### src/rtl/aes_128_key_bank.sv
// ---------------------------------------------------------------------------
// aes_128_key_bank
//
// Multi-slot key store in front of the AES-128 key-expansion input.
// The host writes a 128-bit key as 128/BUS_W words, most-significant word
// first, into a shadow register. The completed key is then committed
// atomically into one of KEY_SETS slots. For each data block, a request
// selects a slot, and the key bank returns the registered key and the set tag.
//
// Optional feature macro: AES_KEY_BANK_ZEROIZE_EN
//   When defined, the module has a key_clr port. Driving key_clr high for one
//   cycle synchronously zeroes every slot, every valid flag and the shadow
//   register, and forces the write FSM back to IDLE. When the macro is not
//   defined, only rst_n clears the keys.
//
// Ports:
//   clk, rst_n     : rising-edge clock, asynchronous active-low reset
//   key_wr_en      : key word write strobe
//   key_wr_set     : target slot for the current word
//   key_wr_data    : key word (most-significant word first)
//   key_wr_ready   : a word is accepted when key_wr_en & key_wr_ready
//   blk_valid      : a data block requests a key
//   blk_set        : requested slot
//   blk_ready      : a request is accepted when blk_valid & blk_ready
//   key_vld        : one-cycle pulse, key_out/key_set_out valid
//   key_out        : selected key (zero on error)
//   key_set_out    : slot tag of key_out
//   key_err        : pulse; the requested slot was never loaded or is
//                    out of range
//   key_clr        : zeroize request (only with AES_KEY_BANK_ZEROIZE_EN)
// ---------------------------------------------------------------------------
module aes_128_key_bank #(
  parameter int KEY_SETS = 2,
  parameter int BUS_W    = 32,
  parameter int SET_W    = (KEY_SETS > 1) ? $clog2(KEY_SETS) : 1
) (
  input  logic              clk,
  input  logic              rst_n,
  input  logic              key_wr_en,
  input  logic [SET_W-1:0]  key_wr_set,
  input  logic [BUS_W-1:0]  key_wr_data,
  output logic              key_wr_ready,
  input  logic              blk_valid,
  input  logic [SET_W-1:0]  blk_set,
  output logic              blk_ready,
  output logic              key_vld,
  output logic [127:0]      key_out,
  output logic [SET_W-1:0]  key_set_out,
  output logic              key_err
`ifdef AES_KEY_BANK_ZEROIZE_EN
  ,
  input  logic              key_clr
`endif
);

  localparam int W     = 128 / BUS_W;
  localparam int CNT_W = (W > 1) ? $clog2(W) : 1;
  localparam logic [SET_W:0]   NSETS    = (SET_W+1)'(KEY_SETS);
  localparam logic [CNT_W-1:0] LAST_CNT = CNT_W'(W - 1);

  typedef enum logic [1:0] {
    S_IDLE   = 2'd0,
    S_FILL   = 2'd1,
    S_COMMIT = 2'd2
  } state_t;

  state_t              r_state;
  logic [CNT_W-1:0]    r_cnt;
  logic [SET_W-1:0]    r_wset;
  logic [127:0]        r_shadow;
  logic                r_stalled;
  logic [127:0]        r_slot [KEY_SETS];
  logic [KEY_SETS-1:0] r_valid;
  logic                r_key_vld;
  logic                r_key_err;
  logic [127:0]        r_key_out;
  logic [SET_W-1:0]    r_key_set_out;

  state_t              w_state_nxt;
  logic [CNT_W-1:0]    w_cnt_nxt;
  logic [SET_W-1:0]    w_wset_nxt;
  logic [127:0]        w_shadow_nxt;
  logic                w_stalled_nxt;
  logic                w_clr;
  logic                w_wr_acc;
  logic                w_blk_acc;
  logic                w_wr_inrange;
  logic                w_commit_hit;
  logic                w_commit_do;
  logic [127:0]        w_sel_key;
  logic                w_sel_hit;

`ifdef AES_KEY_BANK_ZEROIZE_EN
  assign w_clr = key_clr;
`else
  assign w_clr = 1'b0;
`endif

  assign key_wr_ready = (r_state != S_COMMIT) & ~w_clr;
  assign blk_ready    = ~w_clr;
  assign key_vld      = r_key_vld;
  assign key_err      = r_key_err;
  assign key_out      = r_key_out;
  assign key_set_out  = r_key_set_out;

  assign w_wr_acc     = key_wr_en & key_wr_ready;
  assign w_blk_acc    = blk_valid & blk_ready;
  assign w_wr_inrange = ({1'b0, key_wr_set} < NSETS);

  // A request hitting the committing slot defers the commit by one cycle,
  // so that the request still sees the old key. This deferral happens at most
  // once, which bounds the time key_wr_ready stays low.
  assign w_commit_hit = w_blk_acc & (blk_set == r_wset) & ~r_stalled;
  assign w_commit_do  = (r_state == S_COMMIT) & ~w_commit_hit & ~w_clr;

  // Slot lookup for block requests. An out-of-range or unloaded slot yields
  // a miss and a zero key.
  always_comb begin
    w_sel_key = 128'd0;
    w_sel_hit = 1'b0;
    for (int i = 0; i < KEY_SETS; i++) begin
      w_sel_key = w_sel_key |
                  ({128{(blk_set == SET_W'(i)) & r_valid[i]}} & r_slot[i]);
      w_sel_hit = w_sel_hit | ((blk_set == SET_W'(i)) & r_valid[i]);
    end
  end

  // Write FSM next-state and shadow assembly.
  always_comb begin
    w_state_nxt   = r_state;
    w_cnt_nxt     = r_cnt;
    w_wset_nxt    = r_wset;
    w_shadow_nxt  = r_shadow;
    w_stalled_nxt = 1'b0;
    if (w_clr) begin
      w_state_nxt  = S_IDLE;
      w_cnt_nxt    = {CNT_W{1'b0}};
      w_shadow_nxt = 128'd0;
    end else begin
      case (r_state)
        S_IDLE: begin
          if (w_wr_acc && w_wr_inrange) begin
            w_shadow_nxt[127 -: BUS_W] = key_wr_data;
            w_wset_nxt  = key_wr_set;
            w_cnt_nxt   = CNT_W'(1);
            w_state_nxt = (W == 1) ? S_COMMIT : S_FILL;
          end else begin
            w_state_nxt = S_IDLE;
          end
        end
        S_FILL: begin
          if (!w_wr_acc) begin
            w_state_nxt = S_FILL;
          end else if (!w_wr_inrange) begin
            // Word for a nonexistent slot: drop it together with the
            // partial key.
            w_state_nxt = S_IDLE;
            w_cnt_nxt   = {CNT_W{1'b0}};
          end else if (key_wr_set != r_wset) begin
            // When the set changes mid-key, restart with this word as the
            // first word of the new set.
            w_shadow_nxt[127 -: BUS_W] = key_wr_data;
            w_wset_nxt  = key_wr_set;
            w_cnt_nxt   = CNT_W'(1);
            w_state_nxt = S_FILL;
          end else begin
            w_shadow_nxt[127 - int'(r_cnt) * BUS_W -: BUS_W] = key_wr_data;
            if (r_cnt == LAST_CNT) begin
              w_cnt_nxt   = {CNT_W{1'b0}};
              w_state_nxt = S_COMMIT;
            end else begin
              w_cnt_nxt   = r_cnt + CNT_W'(1);
              w_state_nxt = S_FILL;
            end
          end
        end
        S_COMMIT: begin
          if (w_commit_hit) begin
            w_stalled_nxt = 1'b1;
            w_state_nxt   = S_COMMIT;
          end else begin
            w_cnt_nxt   = {CNT_W{1'b0}};
            w_state_nxt = S_IDLE;
          end
        end
        default: begin
          w_cnt_nxt   = {CNT_W{1'b0}};
          w_state_nxt = S_IDLE;
        end
      endcase
    end
  end

  // Write FSM state, counter, latched set and shadow registers.
  always_ff @(posedge clk or negedge rst_n) begin
    if (!rst_n) begin
      r_state   <= S_IDLE;
      r_cnt     <= {CNT_W{1'b0}};
      r_wset    <= {SET_W{1'b0}};
      r_shadow  <= 128'd0;
      r_stalled <= 1'b0;
    end else begin
      r_state   <= w_state_nxt;
      r_cnt     <= w_cnt_nxt;
      r_wset    <= w_wset_nxt;
      r_shadow  <= w_shadow_nxt;
      r_stalled <= w_stalled_nxt;
    end
  end

  // Key slots and valid flags: atomic commit from the shadow, plus zeroize.
  always_ff @(posedge clk or negedge rst_n) begin
    if (!rst_n) begin
      for (int i = 0; i < KEY_SETS; i++) begin
        r_slot[i] <= 128'd0;
      end
      r_valid <= {KEY_SETS{1'b0}};
    end else if (w_clr) begin
      for (int i = 0; i < KEY_SETS; i++) begin
        r_slot[i] <= 128'd0;
      end
      r_valid <= {KEY_SETS{1'b0}};
    end else if (w_commit_do) begin
      for (int i = 0; i < KEY_SETS; i++) begin
        if (r_wset == SET_W'(i)) begin
          r_slot[i]  <= r_shadow;
          r_valid[i] <= 1'b1;
        end
      end
    end
  end

  // Registered key-select outputs; key_vld and key_err are single-cycle
  // pulses.
  always_ff @(posedge clk or negedge rst_n) begin
    if (!rst_n) begin
      r_key_vld     <= 1'b0;
      r_key_err     <= 1'b0;
      r_key_out     <= 128'd0;
      r_key_set_out <= {SET_W{1'b0}};
    end else if (w_blk_acc) begin
      r_key_vld     <= 1'b1;
      r_key_err     <= ~w_sel_hit;
      r_key_out     <= w_sel_key;
      r_key_set_out <= blk_set;
    end else begin
      r_key_vld <= 1'b0;
      r_key_err <= 1'b0;
    end
  end

endmodule

### config.mk
export PLATFORM = sky130hd
export DESIGN_NAME = aes_128_key_bank
export DESIGN_NICKNAME = d
export VERILOG_FILES = /design/src/rtl/aes_128_key_bank.sv
export SDC_FILE = /design/constraint.sdc
export NUM_CORES = 1
export LEC_CHECK = 0
export CAP_MARGIN = 15
export CORE_ASPECT_RATIO = 0.75
export CORE_MARGIN = 5
export CORE_UTILIZATION = 60
export CTS_CLUSTER_DIAMETER = 50
export DETAILED_ROUTE_END_ITERATION = 12
export PLACE_DENSITY = 0.82
export SETUP_SLACK_MARGIN = 0.2
export SLEW_MARGIN = 10
export SYNTH_ARGS = -nofsm -noshare
export SYNTH_HDL_FRONTEND = slang
export SYNTH_SLANG_ARGS = --single-unit
### constraint.sdc
create_clock -name clk -period 6 [get_ports clk]
set_input_delay 1.2 -clock clk [delete_from_list [all_inputs] [get_ports clk]]
set_output_delay 1.2 -clock clk [all_outputs]
set_load 0.02 [all_outputs]
Word level (Yosys, flattened, before mapping) --
Index checks and enable logic that the tools add are counted.
Cells by class: add/sub/neg operators 3, equal/unequal tests 10, shifts and indexed selects 2, multiplexer cells 26, bitwise logic cells 16, reduce and logical (&&, ||, !) cells 8
Operator list (count):
- AND 128 bit | 2
- variable shift 32 x 33 -> 159 bit, first input constant | 1
- indexed part select 32 x 33 -> 159 bit | 1
- bitwise mux 128 bit | 1
- 2-to-1 mux 128 bit | 1
- OR 128 bit | 1
- 2-to-1 mux 96 bit | 1
- 2-to-1 mux 32 bit | 2
- case mux 32 bit (2 select lines) | 1
- negation 8 -> 33 bit | 1
- 2-to-1 mux 2 bit | 9
- case mux 2 bit (3 select lines) | 2
- != test 2 bit, second input constant | 5
- AND reduction 3 bit | 3
- 2-to-1 mux 1 bit | 8
- subtractor 7 x 7 -> 8 bit, first input constant | 1
- AND 1 bit | 6
- NOT 1 bit | 6
- == test 2 bit, second input constant | 2
- AND reduction 2 bit | 2
- AND reduction 4 bit | 1
- adder 2 x 1 -> 2 bit, second input constant | 1
- == test 2 x 1 -> 1 bit, second input constant | 1
- zero test 2 bit | 1
- 5 further kinds | 5
Storage, ports and cells: flip-flop bits (word level) 523, input bits 38, output and inout port bits 133, logic and storage cells 79

Longest topological paths before layout --
word-level depth 7, depth in mapped cells 8, gate-level depth less buffers 5

Worst setup path after synthesis --
No wires, ideal clock.
path kind in2reg, start point in blk_valid, end point reg r_slot[118] in the netlist's numbering, setup time 0.127 ns, arrival 2.313 ns, required time 5.873 ns, path slack 3.560 ns, stages on the path 6, buffers on the path 3, cells stage by stage buf_2 > nand2b_1 > o2111a_1 > buf_2 > buf_6 > mux2_1
On the way: cells in the longest elaborated chain, start to end 5
Ends and longest elaborated chain:
- start, declared | RTL line 43 | input logic blk_valid,
- AND 1 bit (2 in series) | RTL line 113 | assign w_commit_hit = w_blk_acc & (blk_set == r_wset) & ~r_stalled;
- NOT 1 bit | RTL line 114 | assign w_commit_do = (r_state == S_COMMIT) & ~w_commit_hit & ~w_clr;
- AND 1 bit | RTL line 114
- AND reduction 2 bit (no source line)
- end signal, assigned by index | RTL line 226 | r_slot[i] <= r_shadow;
- end, declared | RTL line 72 | logic [127:0] r_slot [KEY_SETS];
No other way between the ends. A chain may end at the register's enable or synchronous reset.

Worst setup path after layout --
start point in key_wr_en, end point reg r_shadow[84]
On the way: cells in the longest elaborated chain, start to end 2
Ends and longest elaborated chain:
- start, declared | RTL line 39 | input logic key_wr_en,
- AND 1 bit | RTL line 106 | assign w_wr_acc = key_wr_en & key_wr_ready;
- AND reduction 3 bit (no source line)
- end signal, assigned | RTL line 206 | r_shadow <= w_shadow_nxt;
- end, declared | RTL line 70 | logic [127:0] r_shadow;
No other way between the ends.

==> results_dict.tcl <==
set metrics [dict create \
    grt_overflow_total 0 \
    dp_hpwl_mm 31.16 \
    syn_inst 1684 \
    period_share 0.5866 \
    maxCapViolCount 0 \
    hold_path_class "reg2reg" \
    worst_setup_path_end_kind "flop" \
    ys_types 41 \
    rrSetupSlack_ns 3.16 \
    ys_warn_count 0 \
    start_util 0.6062 \
    place_ws_ns 1.983 \
    avgSynthCellArea_um2 12.86 \
    grt_pass1_wl_mm 83.10 \
    skew_ns 0.01367 \
    drtIter0Drc 1265 \
    cts.hold.buffers_added 0 \
    status "finished clean" \
    finish.utilization 0.7025 \
    drt-pass1-iter-count 6 \
    seqCellArea_um2 13090 \
    grt_max_degree 135 \
    vias 13820 \
    ys_top_cells_by_area "dfrtp_1 (60%), mux2_1 (13%), a22oi_1 (4.4%)" \
    worstSetupStartpoint "key_wr_en" \
    antenna_cells 0 \
    via_per_inst 5.988 \
    post-cts-setup-buffers 0 \
    seqPwrFrac 0.489 \
    clock-root-buffer "clkbuf_16" \
    synth_top_area_frac 0.6041 \
    r2r_cells 4 \
    syn_to_final_growth_pct 15.87 \
    pwr-share-clk 0.332 \
    yosysTopAreaCell "dfrtp_1" \
    die_h_um 174.6 \
    timing.fmax_mhz 284.1 \
    placed_cells 2216 \
    tightest_slew_ns 1.158 \
    clock-sinks 523 \
    hold_viol_final 0 \
    antenna_found_initial 2 \
    synth-async-reset-ratio 1.000 \
    ios 171 \
    worstPathRequired_ns 6.45 \
    post_cts_resize_count 0 \
    r2r_start "r_state[1]" \
    cp_max_fo 32 \
    syn_area_um2 21660 \
    io_buffers 169 \
    grt_pass1_vias 14520 \
    synth_edf_count 0 \
    die_area_um2 40040 \
    cts_inserted_buffers 50 \
    fin_ws_ns 2.480 \
    drive_gt1_frac 0.1063 \
    synth-seq-cells 523 \
    final_max_slew_viol_count 0 \
    timing.slew.headroom 0.2263 \
    worstSkewPairLatency_ns 0.56 \
    p_leak_nw 12.34 \
    ys.flop_type "dfrtp_1" \
    multi_input_area_um2 7471 \
    instances_no_fill 2308 \
    synth_nets 1726 \
    die_w_um 229.4 \
    track_usage 0.2602 \
    routabilityCongestion 0.8044 \
    cts_tree "built" \
    path_clk_slew_ns 0.06 \
    wirelength_mm 51.45 \
    ant_nets 0 \
    rsz0062_at_grt "no" \
    reg2reg_to "r_shadow[84]" \
    arrival_ns 3.97 \
    ir_worst_vdd_v 0.0002028 \
    endpoint "r_shadow[84]" \
    htreeDepth 2 \
    worst_hold_slack_ns 0.4819 \
    p_sw_frac 0.2934 \
    p_int_w 0.006701 \
    setup_tns_ns 0 \
    switchingPower_w 0.002783 \
    power_density_nw_per_um2 377.8 \
    drc 0 \
    path_class "in2reg" \
    nets 1845 \
    fillCellCount 2448 \
    ys_seq_area_frac 0.6041 \
    p_comb_frac 0.179 \
    setup_viol 0 \
    clockBufferDepth 3 \
    fin_crit_ns 3.520 \
    avgRoutedWirePerCell_um 22.29 \
    core_area_um2 35730 \
    rows 60 \
    cp-start-kind "input pin" \
]
## layer usage
layer | part of all wire | wire, um | track usage | vias up
li1 | - | - | - | 6118
met1 | 0.43 | 22020 | 0.3686 | 7192
met2 | 0.47 | 24090 | 0.4049 | 421
met3 | 0.070 | 3616 | 0.05944 | 89
met4 | 0.033 | 1721 | 0.08590 | 0
met5 | 0 | 0 | 0 | -
## stage by stage
step                      power (W)  cell area (um^2)
after CTS                  0.009529             25100
after detailed placement   0.006357             23440
after global placement     0.006231             23440
after floorplan            0.005713             21660
final                      0.009484             25100
after global routing       0.009930             25100
## power by group through the flow
stage / Clock, W / Sequential (W) / Combinational [W]
5_1_grt: 0.00335 / 0.00471 / 0.00187
2_1_floorplan: 0 / 0.00459 / 0.00112
4_1_cts: 0.00319 / 0.00462 / 0.00171
3_3_place_gp: 0 / 0.00462 / 0.00161
3_5_place_dp: 0 / 0.00467 / 0.00169
6_report: 0.00315 / 0.00464 / 0.00170
## area by class of cell
type	instances	share of cell area
inverters	100	0.01495
flip-flops and latches	523	0.5214
multi-input cells	936	0.2976
repair buffers	192	0.07661
well taps	465	0.02318
clock buffers	76	0.06066
clock inverters	16	0.005583
## registers in the layout, indices dropped and copies added (netlist names)
register / cells
r_valid: 2
r_shadow: 128
key_vld: 1
key_set_out: 1
r_wset: 1
r_state: 2
r_stalled: 1
key_err: 1
r_slot: 256
r_cnt: 2
key_out: 128
## worst min-delay path by stage
stage	from	to	slack (ns)	depth (start not counted)
after global routing	r_valid[0]	r_valid[0]	0.49	1
after floorplan	r_valid[0]	r_valid[0]	0.43	1
final	r_valid[0]	r_valid[0]	0.48	1
after global placement	r_valid[0]	r_valid[0]	0.45	1
after detailed placement	r_valid[1]	r_valid[1]	0.46	1
after CTS	r_valid[0]	r_valid[0]	0.48	1
## synthesized netlist by cell type (32+ instances only)
library cell and number:
dfrtp_1 523, mux2_1 247, nor2_1 131, a21oi_1 128, a22oi_1 128, inv_1 100, nand2_1 96, mux2i_1 64
clkbuf_1 59, mux2_2 43, and3_1 32
## critical path, stage by stage
cell and delay, ns:
clkdlybuf4s50_1 0.61, and2b_1 0.66, buf_4 0.37, nand4_4 0.65
mux2i_1 0.43
## cells in the final DEF (no fill, tap or decap), types with 2 or more instances in the layout
cell type	Yosys	layout
inv_6	0	2
ha_1	4	4
mux2_1	247	247
a22oi_1	128	128
mux2_2	43	43
nand2_1	96	96
dfrtp_1	523	523
nor3b_1	2	2
mux2i_1	64	64
clkinv_2	0	11
nand4_2	2	2
o32ai_2	30	30
nor2_1	131	130
a21oi_1	128	128
bufinv_16	0	2
and3_1	32	32
clkdlybuf4s50_1	0	167
buf_4	13	19
clkbuf_16	0	53
inv_1	100	100
clkbuf_8	0	12
clkbuf_1	59	12
nand2b_1	3	3
buf_12	0	4
nor2b_2	0	2
o32ai_1	3	3
or2_2	2	2
## cell families after synthesis
family	synth area share
DFF	0.6041
muxes	0.1803
AOI/OAI and AO/OA	0.1015
and+or+nand+nor	0.05643
buffers and inverters	0.05273
adders and majority gates	0.002310
xor gates and xnor gates	0.002426
other	0.0001731
(Power assumes the default switching activity.)
